[src/rtl/demux_1_to_4_scheduler_if.sv]
// Producer/consumer bundle for the 1-to-4 demux scheduler: one input stream,
// four output channels sharing a data bus, plus the scheduler's status outputs.
interface demux_1_to_4_scheduler_if #(
  parameter int DATA_WIDTH = 8,
  parameter int CNT_WIDTH  = 8
);
  logic                  mode;
  logic [3:0]            enable_mask;
  logic [DATA_WIDTH-1:0] in_data;
  logic [1:0]            in_dest;
  logic                  in_valid;
  logic                  in_ready;
  logic [DATA_WIDTH-1:0] out_data;
  logic [3:0]            out_valid;
  logic [3:0]            out_ready;
  logic [1:0]            select_lines;
  logic [CNT_WIDTH-1:0]  drop_count;
  logic                  busy;

  modport master (
    output mode, enable_mask, in_data, in_dest, in_valid, out_ready,
    input  in_ready, out_data, out_valid, select_lines, drop_count, busy
  );

  modport slave (
    input  mode, enable_mask, in_data, in_dest, in_valid, out_ready,
    output in_ready, out_data, out_valid, select_lines, drop_count, busy
  );
endinterface

[src/rtl/demux_1_to_4_scheduler.sv]
// Distributes a valid/ready word stream over four channels, round-robin over
// enabled channels or by per-word destination, with saturating drop accounting.
module demux_1_to_4_scheduler #(
  parameter int DATA_WIDTH = 8,
  parameter int CNT_WIDTH  = 8
) (
  input  logic                     clk,
  input  logic                     rst_n,
  demux_1_to_4_scheduler_if.slave  bus
);

  typedef enum logic {IDLE, SEND} state_t;

  state_t                state_q, state_d;
  logic [1:0]            sel_q;
  logic [1:0]            rr_ptr_q;
  logic [DATA_WIDTH-1:0] data_q;
  logic [CNT_WIDTH-1:0]  drop_q;
  logic                  held_mode_q;

  logic [1:0] ptr_eff;
  logic [1:0] target;
  logic       rr_stall;
  logic       complete;
  logic       ready;
  logic       accept;
  logic       drop;
  logic       load;

  function automatic logic [1:0] rr_pick(input logic [3:0] mask, input logic [1:0] ptr);
    logic [1:0] idx;
    logic [1:0] pick;
    logic       found;
    pick  = ptr;
    found = 1'b0;
    for (int i = 0; i < 4; i++) begin
      idx = ptr + 2'(i);
      if (!found && mask[idx]) begin
        pick  = idx;
        found = 1'b1;
      end
    end
    return pick;
  endfunction

  function automatic logic [CNT_WIDTH-1:0] sat_inc(input logic [CNT_WIDTH-1:0] v);
    return (&v) ? v : v + {{(CNT_WIDTH-1){1'b0}}, 1'b1};
  endfunction

  always_comb begin
    rr_stall = !bus.mode && (bus.enable_mask == 4'b0000);
    complete = (state_q == SEND) && bus.out_ready[sel_q];
    ready    = !rr_stall && ((state_q == IDLE) || bus.out_ready[sel_q]);
    accept   = bus.in_valid && ready;
    // A word accepted on a completing edge must see the pointer as it is about to become
    ptr_eff  = (complete && !held_mode_q) ? sel_q + 2'd1 : rr_ptr_q;
    target   = bus.mode ? bus.in_dest : rr_pick(bus.enable_mask, ptr_eff);
    drop     = accept && bus.mode && !bus.enable_mask[bus.in_dest];
    load     = accept && !drop;

    state_d = state_q;
    if (load) begin
      state_d = SEND;
    end else if (complete || drop) begin
      state_d = IDLE;
    end
  end

  always_ff @(posedge clk or negedge rst_n) begin
    if (!rst_n) begin
      state_q     <= IDLE;
      sel_q       <= 2'b00;
      rr_ptr_q    <= 2'b00;
      data_q      <= '0;
      drop_q      <= '0;
      held_mode_q <= 1'b0;
    end else begin
      state_q <= state_d;
      if (load) begin
        data_q      <= bus.in_data;
        sel_q       <= target;
        held_mode_q <= bus.mode;
      end
      if (complete && !held_mode_q) begin
        rr_ptr_q <= sel_q + 2'd1;
      end
      if (drop) begin
        drop_q <= sat_inc(drop_q);
      end
    end
  end

  assign bus.in_ready     = ready;
  assign bus.out_data     = data_q;
  assign bus.select_lines = sel_q;
  assign bus.out_valid    = (state_q == SEND) ? (4'b0001 << sel_q) : 4'b0000;
  assign bus.drop_count   = drop_q;
  assign bus.busy         = (state_q == SEND);

endmodule

[src/flat_wrapper.sv]
// flat-port wrapper written by rule: the top's interface ports become plain ports
module demux_1_to_4_scheduler_flat 
#(
  parameter int DATA_WIDTH = 8,
  parameter int CNT_WIDTH  = 8
)
  (clk, rst_n, bus_mode, bus_enable_mask, bus_in_data, bus_in_dest, bus_in_valid, bus_out_ready, bus_in_ready, bus_out_data, bus_out_valid, bus_select_lines, bus_drop_count, bus_busy);
  demux_1_to_4_scheduler_if #(.DATA_WIDTH(DATA_WIDTH), .CNT_WIDTH(CNT_WIDTH)) bus_i ();
  input  logic clk;
  input  logic rst_n;
  input wire logic [$bits(bus_i.mode)-1:0] bus_mode;
  input wire logic [$bits(bus_i.enable_mask)-1:0] bus_enable_mask;
  input wire logic [$bits(bus_i.in_data)-1:0] bus_in_data;
  input wire logic [$bits(bus_i.in_dest)-1:0] bus_in_dest;
  input wire logic [$bits(bus_i.in_valid)-1:0] bus_in_valid;
  input wire logic [$bits(bus_i.out_ready)-1:0] bus_out_ready;
  output wire logic [$bits(bus_i.in_ready)-1:0] bus_in_ready;
  output wire logic [$bits(bus_i.out_data)-1:0] bus_out_data;
  output wire logic [$bits(bus_i.out_valid)-1:0] bus_out_valid;
  output wire logic [$bits(bus_i.select_lines)-1:0] bus_select_lines;
  output wire logic [$bits(bus_i.drop_count)-1:0] bus_drop_count;
  output wire logic [$bits(bus_i.busy)-1:0] bus_busy;
  assign bus_i.mode = bus_mode;
  assign bus_i.enable_mask = bus_enable_mask;
  assign bus_i.in_data = bus_in_data;
  assign bus_i.in_dest = bus_in_dest;
  assign bus_i.in_valid = bus_in_valid;
  assign bus_i.out_ready = bus_out_ready;
  assign bus_in_ready = bus_i.in_ready;
  assign bus_out_data = bus_i.out_data;
  assign bus_out_valid = bus_i.out_valid;
  assign bus_select_lines = bus_i.select_lines;
  assign bus_drop_count = bus_i.drop_count;
  assign bus_busy = bus_i.busy;
  demux_1_to_4_scheduler #(.DATA_WIDTH(DATA_WIDTH), .CNT_WIDTH(CNT_WIDTH)) u_core (.clk(clk), .rst_n(rst_n), .bus(bus_i));
endmodule
[config.mk]
export PLATFORM = sky130hd
export DESIGN_NAME = demux_1_to_4_scheduler_flat
export DESIGN_NICKNAME = d
export VERILOG_FILES = /design/src/rtl/demux_1_to_4_scheduler_if.sv /design/src/rtl/demux_1_to_4_scheduler.sv /design/src/flat_wrapper.sv
export SDC_FILE = /design/constraint.sdc
export NUM_CORES = 1
export LEC_CHECK = 0
export ABC_AREA = 1
export BUFFER_PORTS_ARGS = -buffer_cell sky130_fd_sc_hd__buf_2
export CORE_MARGIN = 3
export CORE_UTILIZATION = 40
export DETAILED_ROUTE_END_ITERATION = 10
export GPL_TIMING_DRIVEN = 0
export PLACE_DENSITY = 0.73
export SETUP_SLACK_MARGIN = 0.15
export SYNTH_ARGS = -nofsm -noshare
export SYNTH_HDL_FRONTEND = slang
export SYNTH_SLANG_ARGS = --single-unit
[constraint.sdc]
create_clock -name clk -period 1.8 [get_ports clk]
set_input_delay 0.45 -clock clk [delete_from_list [all_inputs] [get_ports clk]]
set_output_delay 0.45 -clock clk [all_outputs]
set_load 0.005 [all_outputs]
* Word level (Yosys, flattened, before mapping) *
Index checks and enable logic that the tools add are counted.

cells by class
  mux-type cells = 23
  shift operators = 1
  add/sub/neg operators = 5
  reductions and logical operators = 25
  bitwise logic cells = 2
  magnitude comparators = 6

operators with widths
  cell                   count
  $lt A2 B3 Y1 const B   6
  $bmux W1 S2            6
  $logic_and A1 B1 Y1    11
  $mux W1                11
  $mux W2                5
  $add A8 B1 Y8 const B  1
  $logic_not A1 Y1       8
  $reduce_and A8 Y1      1
  $add A2 B1 Y2 const B  2
  $add A2 B2 Y2 const B  2
  $logic_not A4 Y1       1
  $mux W4                1
  $shl A1 B2 Y4 const A  1
  $logic_or A1 B1 Y1     2
  $not A1 Y1             2
  $reduce_and A2 Y1      1
  $reduce_bool A2 Y1     1

storage, ports and cells
  input bits = 22
  word-level logic and storage cells = 68
  register bits after elaboration = 22

* Depth between registers and ports, before layout *
Gate-level depths: netlist of run 1.

  depth in word-level cells = 18
  mapped depth = 19

* Worst setup path after synthesis of run 1 *
Ideal clock, no wire load.

  path kind = reg2reg
  from = register u_core.sel_q[0], in the netlist u_core.bus.select_lines[0]
  to = register u_core.drop_q[7], in the netlist u_core.bus.drop_count[7]
  setup slack = -0.145 ns
  library setup time = 0.123 ns
  cell stages (with the launch flop) = 12
  path buffers = 0
  data arrival time = 1.821 ns
  period minus slack after synthesis = 1.945 ns
  data required time = 1.677 ns
  cells stage by stage = dfrtp_1 inv_2 nand2_2 nand3_2 nand2_2 a32oi_2 nand2_2 nor3_4 nand4_4 nor2_4 nand3_2 xnor2_1

on the way
  word-level cells in the longest chain between the ends = 8

ends and longest elaborated chain
  what                                RTL line                      text
  start, declared                     demux_1_to_4_scheduler.sv:15  logic [1:0] sel_q;
  start signal, assigned              demux_1_to_4_scheduler.sv:81  sel_q <= target;
  $bmux W1 S2                         demux_1_to_4_scheduler.sv:53  ready = !rr_stall && ((state_q == IDLE) || bus.out_ready[sel_q]);
  $mux W1 (implied by the code)       demux_1_to_4_scheduler.sv:53
  $logic_or A1 B1 Y1                  demux_1_to_4_scheduler.sv:53
  $logic_and A1 B1 Y1                 demux_1_to_4_scheduler.sv:53
  named net bus_in_ready              flat_wrapper.sv:17            output wire logic [$bits(bus_i.in_ready)-1:0] bus_in_ready;
  $logic_and A1 B1 Y1                 demux_1_to_4_scheduler.sv:54  accept = bus.in_valid && ready;
  $logic_and A1 B1 Y1 (2 in a row)    demux_1_to_4_scheduler.sv:58  drop = accept && bus.mode && !bus.enable_mask[bus.in_dest];
  $reduce_and A2 Y1 (no source line)  -
  end signal, assigned                demux_1_to_4_scheduler.sv:88  drop_q <= sat_inc(drop_q);
  end, declared                       demux_1_to_4_scheduler.sv:18  logic [CNT_WIDTH-1:0] drop_q;

The timed path passes the listed nets, and every way through them passes these cells. The select of a mux whose other input is x is not followed.
A chain may end at the register's enable or synchronous reset.

* Worst setup path after layout of run 1 *
  from = register u_core.sel_q[0], in the netlist u_core.bus.select_lines[0]
  to = register u_core.sel_q[1], in the netlist u_core.bus.select_lines[1]

on the way
  word-level cells in the longest chain between the ends = 18

ends and longest elaborated chain
  what
  branches (longest 18 deep; another with $add A2 B1 Y2)

Parallel ways; which one is timed is not known. The select of a mux whose other input is x is not followed.

==> results of run 1 <==
state kept, by name, indices dropped and copies added, names as in the netlist:
register / count
u_core.bus.busy: 1
u_core.bus.drop_count: 8
u_core.bus.out_data: 8
u_core.bus.select_lines: 2
u_core.held_mode_q: 1
u_core.rr_ptr_q: 2
area by class of cell:
cell class              count  area [µm²]
multi-input cells         133         867
inverters                  19        76.3
clock inverters             1        30.0
well taps                  46        57.6
repair buffers             60         354
clock buffers               3        22.5
plain buffers               2        22.5
fillers                   324        1430
flip-flops and latches     22         554
synthesized netlist by cell type:
cell type	n	area share
nor3_1	1	0.0035
nand3_2	5	0.035
nor3_4	1	0.011
xor2_1	2	0.012
nand2_2	10	0.043
buf_2	1	0.0035
nand4_1	6	0.026
o21ai_1	1	0.0035
nand2_1	63	0.16
o21ai_0	4	0.014
buf_6	1	0.0078
a32oi_2	1	0.011
inv_2	1	0.0026
nor2_1	1	0.0026
inv_1	18	0.047
nand4_4	1	0.015
nor2_4	3	0.023
nand3_1	9	0.031
ha_1	5	0.043
a21oi_1	5	0.017
nor2_2	1	0.0043
mux2_2	9	0.070
dfrtp_1	22	0.38
xnor2_1	5	0.030
logic make-up (layout without fill, tap and decap cells):
family | count (synthesis) | count (layout) | synth area share
compound gates | 11 | 11 | 0.0458
buf+inv | 21 | 85 | 0.0605
mux | 9 | 9 | 0.0700
flops | 22 | 22 | 0.380
simple gates | 101 | 101 | 0.358
xor+xnor | 7 | 7 | 0.0424
fa+ha+maj | 5 | 5 | 0.0432
worst max-delay path, stage by stage, from the launching register on:
cell,delay (ns)
dfrtp_2,0.48
inv_4,0.10
nand2_2,0.07
nand3_4,0.10
nand4_1,0.18
nand2_4,0.16
nand2_1,0.10
nand3_1,0.11
nand2_1,0.07
nor2_2,0.14
nand3_1,0.12
nand3_1,0.10
nand3_1,0.07
nand2_1,0.06
nand2_1,0.05
how the worst min path moves through the flow:
stage                                     to  slack (ns)  cells after the start
global placement    u_core.bus.drop_count[2]        0.45                      1
detailed placement  u_core.bus.drop_count[2]        0.45                      1
CTS                 u_core.bus.drop_count[2]        0.09                      1
finish              u_core.bus.drop_count[7]        0.08                      1
floorplan                    u_core.bus.busy        0.15                      0
global route        u_core.bus.drop_count[3]        0.09                      1
stage by stage:
stage	instances	cell area, µm²	worst slack (ns)	power, mW
2_1_floorplan	176	1490	-0.107	2.26
6_report	286	1980	-0.192	3.45
4_1_cts	283	1940	-0.204	3.34
5_1_grt	286	1980	-0.399	3.81
3_3_place_gp	267	1770	-0.231	2.70
3_5_place_dp	267	1770	-0.289	2.76
what timing repair did:
action / in CTS / in global routing
resized for setup: 5 / 5
setup buffers: 11 / 3
pin swaps: 3 / 6
gates cloned: 1 / 0
setup endpoints to repair: 24 / 25
where the power goes:
| group | internal [mW] | switching (mW) | total, mW |
|---|---|---|---|
| combinational | 0.979 | 1.19 | 2.17 |
| sequential | 0.702 | 0.193 | 0.895 |
| clock | 0.225 | 0.159 | 0.384 |
per-layer routing:
layer	GRT usage	up-vias	wire (µm)
met5	0	-	0
met4	0.0381	0	32
met3	0.0255	4	204
met2	0.307	47	1700
met1	0.219	638	1420
li1	-	699	-
==> impl_metrics.csv, run 1 <==
group,metric,value,unit
layout,final_util,0.581,
clock_network,clkLatencyLatePin,0.31,ns
drt,routed_via_density,4.85,
pwr,p_leak,1.07,nW
yosys,syn_nets,203,
critical_path,worst_setup_path_start_kind,"flip-flop",
critical_path,worst-r2r-cell-count,14,
sta,relSlewSlack,0.677,
yosys,syn_avg_cell_area,8.23,µm²
layout,final_common_cell,"nand2_1",
drt,first_pass_iters,4,
critical_path,r2r-end,"u_core.bus.select_lines[1]",
die,io_pins,46,
die,core_area,3420,µm²
critical_path,crit_start,"u_core.bus.select_lines[0]",
drt,vias,1388,
critical_path,worstSetupPathType,"reg2reg",
sta,slew_viol_final,0,
placed_design,gp_congestion,0.863,
drt,post_drt_wl_per_cell,11.8,µm
yosys,ys_seq_area_frac,0.380,
sta,clock-skew-final,0.00227,ns
layout,fin_nets,268,
yosys,netlist_area,1450,µm²
sta,fmax,502,MHz
pwr,vdd_drop_max,0.861,mV
placed_design,port_buffers,45,
global_route,grt_pass1_vias,1389,
yosys,syn-instance-count,176,
critical_path,critPathCaptureType,"flip-flop",
clock_network,clock_sinks,22,
clock_network,clockBufferDepth,2,
outcome,outcome,"finished, violations left",
critical_path,worstSetupEndpoint,"u_core.bus.select_lines[1]",
layout,syn_to_final_growth,37.1,%
sta,fin_setup_tns,-1.13,ns
clock_network,cts-buffers-inserted,3,
global_route,grt_overflow,0,
sta,rsz0062_at_grt,"true",
sta,holdWs,0.0756,ns
drt,drc,0,
clock_network,htreeDepth,1,
yosys,synth_warnings,0,
layout,final_cell_mix,"nand2_1, buf_2, dfrtp_1, inv_1, buf_4",
die,rows,21,
sta,finalHoldViolCount,0,
layout,diodes,0,
placed_design,dp_hpwl,2420,µm
critical_path,rr_startpoint,"u_core.bus.select_lines[0]",
yosys,synth_cell_types,24,
global_route,grt_pass1_wl,5990,µm
drt,drt_wl_total,3360,µm
yosys,ys_ff_latch,22,
sta,finalCritPeriodShare,1.11,
sta,fin_crit,1.99,ns
outcome,violations,"negative setup slack",
min_path,hold_path.class,"in2async",
critical_path,crit_required,2.02,ns
die,die_h,66.2,µm
drt,drt_iter0_drc,39,
pwr,power.density,1740,nW/µm²
clock_network,cts-hold-fix-buffers,0,
critical_path,r2r_slack,-0.19,ns
run,drv_cap,0,
clock_network,cts_tree,"done",
drt,ant_nets,0,
sta,worst_slew_pin_slew,0.485,ns
clock_network,clk_pin_slew_worst_paths,0.13,ns
global_route,grt_max_degree,23,
global_route,grt.total_usage,0.173,
die,die_w,66.2,µm
clock_network,clockRootBuffer,"clkbuf_4",
layout,post_route_cells_drive_above_1_share,0.446,
sta,layout_setup_ws,-0.192,ns
die,dieArea,4380,µm²
critical_path,crit_path_max_fanout,9,
die,initial_core_util,0.424,
critical_path,crit_arrival,2.21,ns
sta,setup_violations,16,
global_route,antenna_found_initial,0,
(Power assumes the default switching activity.)
==> run 2: changes to the inputs <==
--- a/config.mk
+++ b/config.mk
@@ -9,10 +9,10 @@
 export BUFFER_PORTS_ARGS = -buffer_cell sky130_fd_sc_hd__buf_2
 export CORE_MARGIN = 3
 export CORE_UTILIZATION = 40
+export CTS_BUF_LIST = sky130_fd_sc_hd__clkbuf_8
 export DETAILED_ROUTE_END_ITERATION = 10
 export GPL_TIMING_DRIVEN = 0
 export PLACE_DENSITY = 0.73
-export SETUP_SLACK_MARGIN = 0.15
 export SYNTH_ARGS = -nofsm -noshare
 export SYNTH_HDL_FRONTEND = slang
 export SYNTH_SLANG_ARGS = --single-unit
==> impl_metrics.csv, run 2 (synthesized netlist as in run 1, its figures left out) <==
group,metric,value,unit
sta,slew_viol_final,0,
critical_path,rr_startpoint,"u_core.bus.select_lines[0]",
drt,vias,1374,
layout,diodes,0,
clock_network,cts-hold-fix-buffers,0,
outcome,outcome,"finished, violations left",
placed_design,dpl_worst_slack,-0.289,ns
drt,ant_nets,0,
placed_design,port_buffers,45,
sta,worst_slew_pin_slew,0.489,ns
critical_path,critPathCaptureType,"flip-flop",
global_route,grt.total_usage,0.167,
layout,final_common_cell,"nand2_1",
global_route,grt_pass1_vias,1325,
min_path,hold_path.class,"in2async",
drt,routed_via_density,4.75,
sta,finalHoldViolCount,0,
critical_path,crit_path_max_fanout,6,
pwr,p_clk_frac,0.121,
drt,post_drt_wl_per_cell,12.0,µm
critical_path,crit_required,1.96,ns
sta,rsz0062_at_grt,"true",
die,die_h,66.2,µm
die,core_area,3420,µm²
layout,fin_nets,271,
die,dieArea,4380,µm²
die,rows,21,
drt,first_pass_iters,4,
critical_path,worstSetupPathType,"reg2reg",
layout,syn_to_final_growth,43.8,%
placed_design,gp_congestion,0.818,
clock_network,clk_pin_slew_worst_paths,0.08,ns
drt,drt_iter0_drc,42,
critical_path,r2r_slack,-0.22,ns
placed_design,numPlacedInstances,267,
placed_design,dp_hpwl,2360,µm
die,initial_core_util,0.424,
sta,fmax,495,MHz
pwr,p_sw_frac,0.444,
pwr,p_switching,1.67,mW
run,drv_cap,0,
clock_network,clockRootBuffer,"clkbuf_8",
clock_network,htreeDepth,1,
clock_network,clockBufferDepth,2,
pwr,power.density,1810,nW/µm²
die,die_w,66.2,µm
critical_path,crit_arrival,2.18,ns
pwr,power.internal,2.09,mW
sta,finalCritPeriodShare,1.12,
drt,drc,0,
sta,layout_setup_ws,-0.218,ns
pwr,p_leak,1.11,nW
sta,setup_violations,20,
sta,relSlewSlack,0.674,
global_route,grt_overflow,0,
sta,clock-skew-final,0.00451,ns
layout,final_util,0.610,
pwr,vdd_drop_max,0.884,mV
pwr,seqPwrFrac,0.237,
layout,final_cell_mix,"nand2_1, buf_2, nand2_2, dfrtp_1, inv_1",
clock_network,cts-buffers-inserted,3,
drt,drt_wl_total,3460,µm
layout,post_route_cells_drive_above_1_share,0.514,
critical_path,worst_setup_path_start_kind,"flip-flop",
clock_network,clock_sinks,22,
clock_network,cts_tree,"done",
clock_network,clkLatencyLatePin,0.26,ns
global_route,grt_pass1_wl,5740,µm
global_route,grt_max_degree,23,
sta,fin_setup_tns,-2.32,ns
pwr,combPwrFrac,0.642,
critical_path,r2r-end,"u_core.bus.select_lines[1]",
sta,fin_crit,2.02,ns
critical_path,worst-r2r-cell-count,19,
die,io_pins,46,
outcome,violations,"negative setup slack",
layout,instances_no_fill,289,
global_route,antenna_found_initial,0,
-- run 2: cell count changes in the layout (fill, tap and decap cells not counted), moves of 2 or more --
cell / delta
clkbuf_4: -3
buf_6: +4
nand2_2: +11
clkbuf_8: +3
nand2_4: +2
nand2_1: -13
-- run 2: layout make-up --
cell class / count / area (µm²)
fillers: 321 / 1330
multi-input cells: 133 / 923
flip-flops and latches: 22 / 554
repair buffers: 63 / 377
inverters: 19 / 76.3
well taps: 46 / 57.6
clock buffers: 3 / 41.3
clock inverters: 1 / 30.0
plain buffers: 2 / 22.5
-- run 2: layer usage --
| metal | vias to the layer above | part of all wire | global-route usage |
|---|---|---|---|
| li1 | 698 | - | - |
| met1 | 632 | 0.43 | 0.201 |
| met2 | 44 | 0.50 | 0.302 |
| met3 | 0 | 0.066 | 0.0323 |
| met4 | 0 | 0 | 0.0381 |
| met5 | - | 0 | 0 |
-- run 2: what timing repair did --
item | in CTS | in global routing
endpoints found under the hold margin | 0 | 0
gates resized for setup | 13 | 21
endpoints found under the setup margin | 14 | 22
pin swaps | 6 | 5
buffers inserted | 14 | 2
gates cloned | 1 | 1
-- run 2: worst max path at each step --
stage / endpoint / cells after the start / startpoint / slack (ns)
CTS: u_core.bus.select_lines[1] / 16 / u_core.bus.select_lines[0] / -0.18
global placement: u_core.bus.drop_count[7] / 11 / bus_out_ready[1] / -0.24
global route: u_core.bus.select_lines[1] / 19 / u_core.bus.select_lines[0] / -0.40
detailed placement: u_core.bus.select_lines[1] / 15 / bus_out_ready[3] / -0.29
finish: u_core.bus.select_lines[1] / 19 / u_core.bus.select_lines[0] / -0.22
floorplan: u_core.bus.drop_count[7] / 11 / u_core.bus.select_lines[0] / -0.11
-- run 2: worst max-delay path, cell delays in order (launching register included) --
cell     delay (ns)
dfrtp_2        0.45
inv_4          0.10
nand2_2        0.06
nand3_4        0.10
nand3_4        0.11
nand2_2        0.07
nand2_2        0.06
buf_6          0.13
nand2_1        0.07
nand2_2        0.06
nand2_2        0.08
nand2_4        0.07
nor2_4         0.13
nand2_1        0.06
nand2_1        0.07
nand2_1        0.05
nand2_1        0.05
nand3_1        0.07
nand2_1        0.07
nand2_1        0.04
-- run 2: power by group through the flow --
| stage | sequential, mW | clock (mW) | combinational (mW) |
|---|---|---|---|
| final | 0.892 | 0.457 | 2.42 |
| after floorplan | 0.919 | 0 | 1.33 |
| after global placement | 0.920 | 0 | 1.78 |
| after CTS | 0.888 | 0.474 | 2.21 |
| after global routing | 0.925 | 0.492 | 2.71 |
| after detailed placement | 0.927 | 0 | 1.81 |
-- run 2: stage by stage --
stage               hold slack [ns]  total power [mW]  cell area (µm²)
floorplan                     0.154              2.25             1480
global placement              0.440              2.70             1770
detailed placement            0.446              2.74             1770
CTS                           0.156              3.57             1990
global route                  0.172              4.13             2080
finish                        0.142              3.77             2080
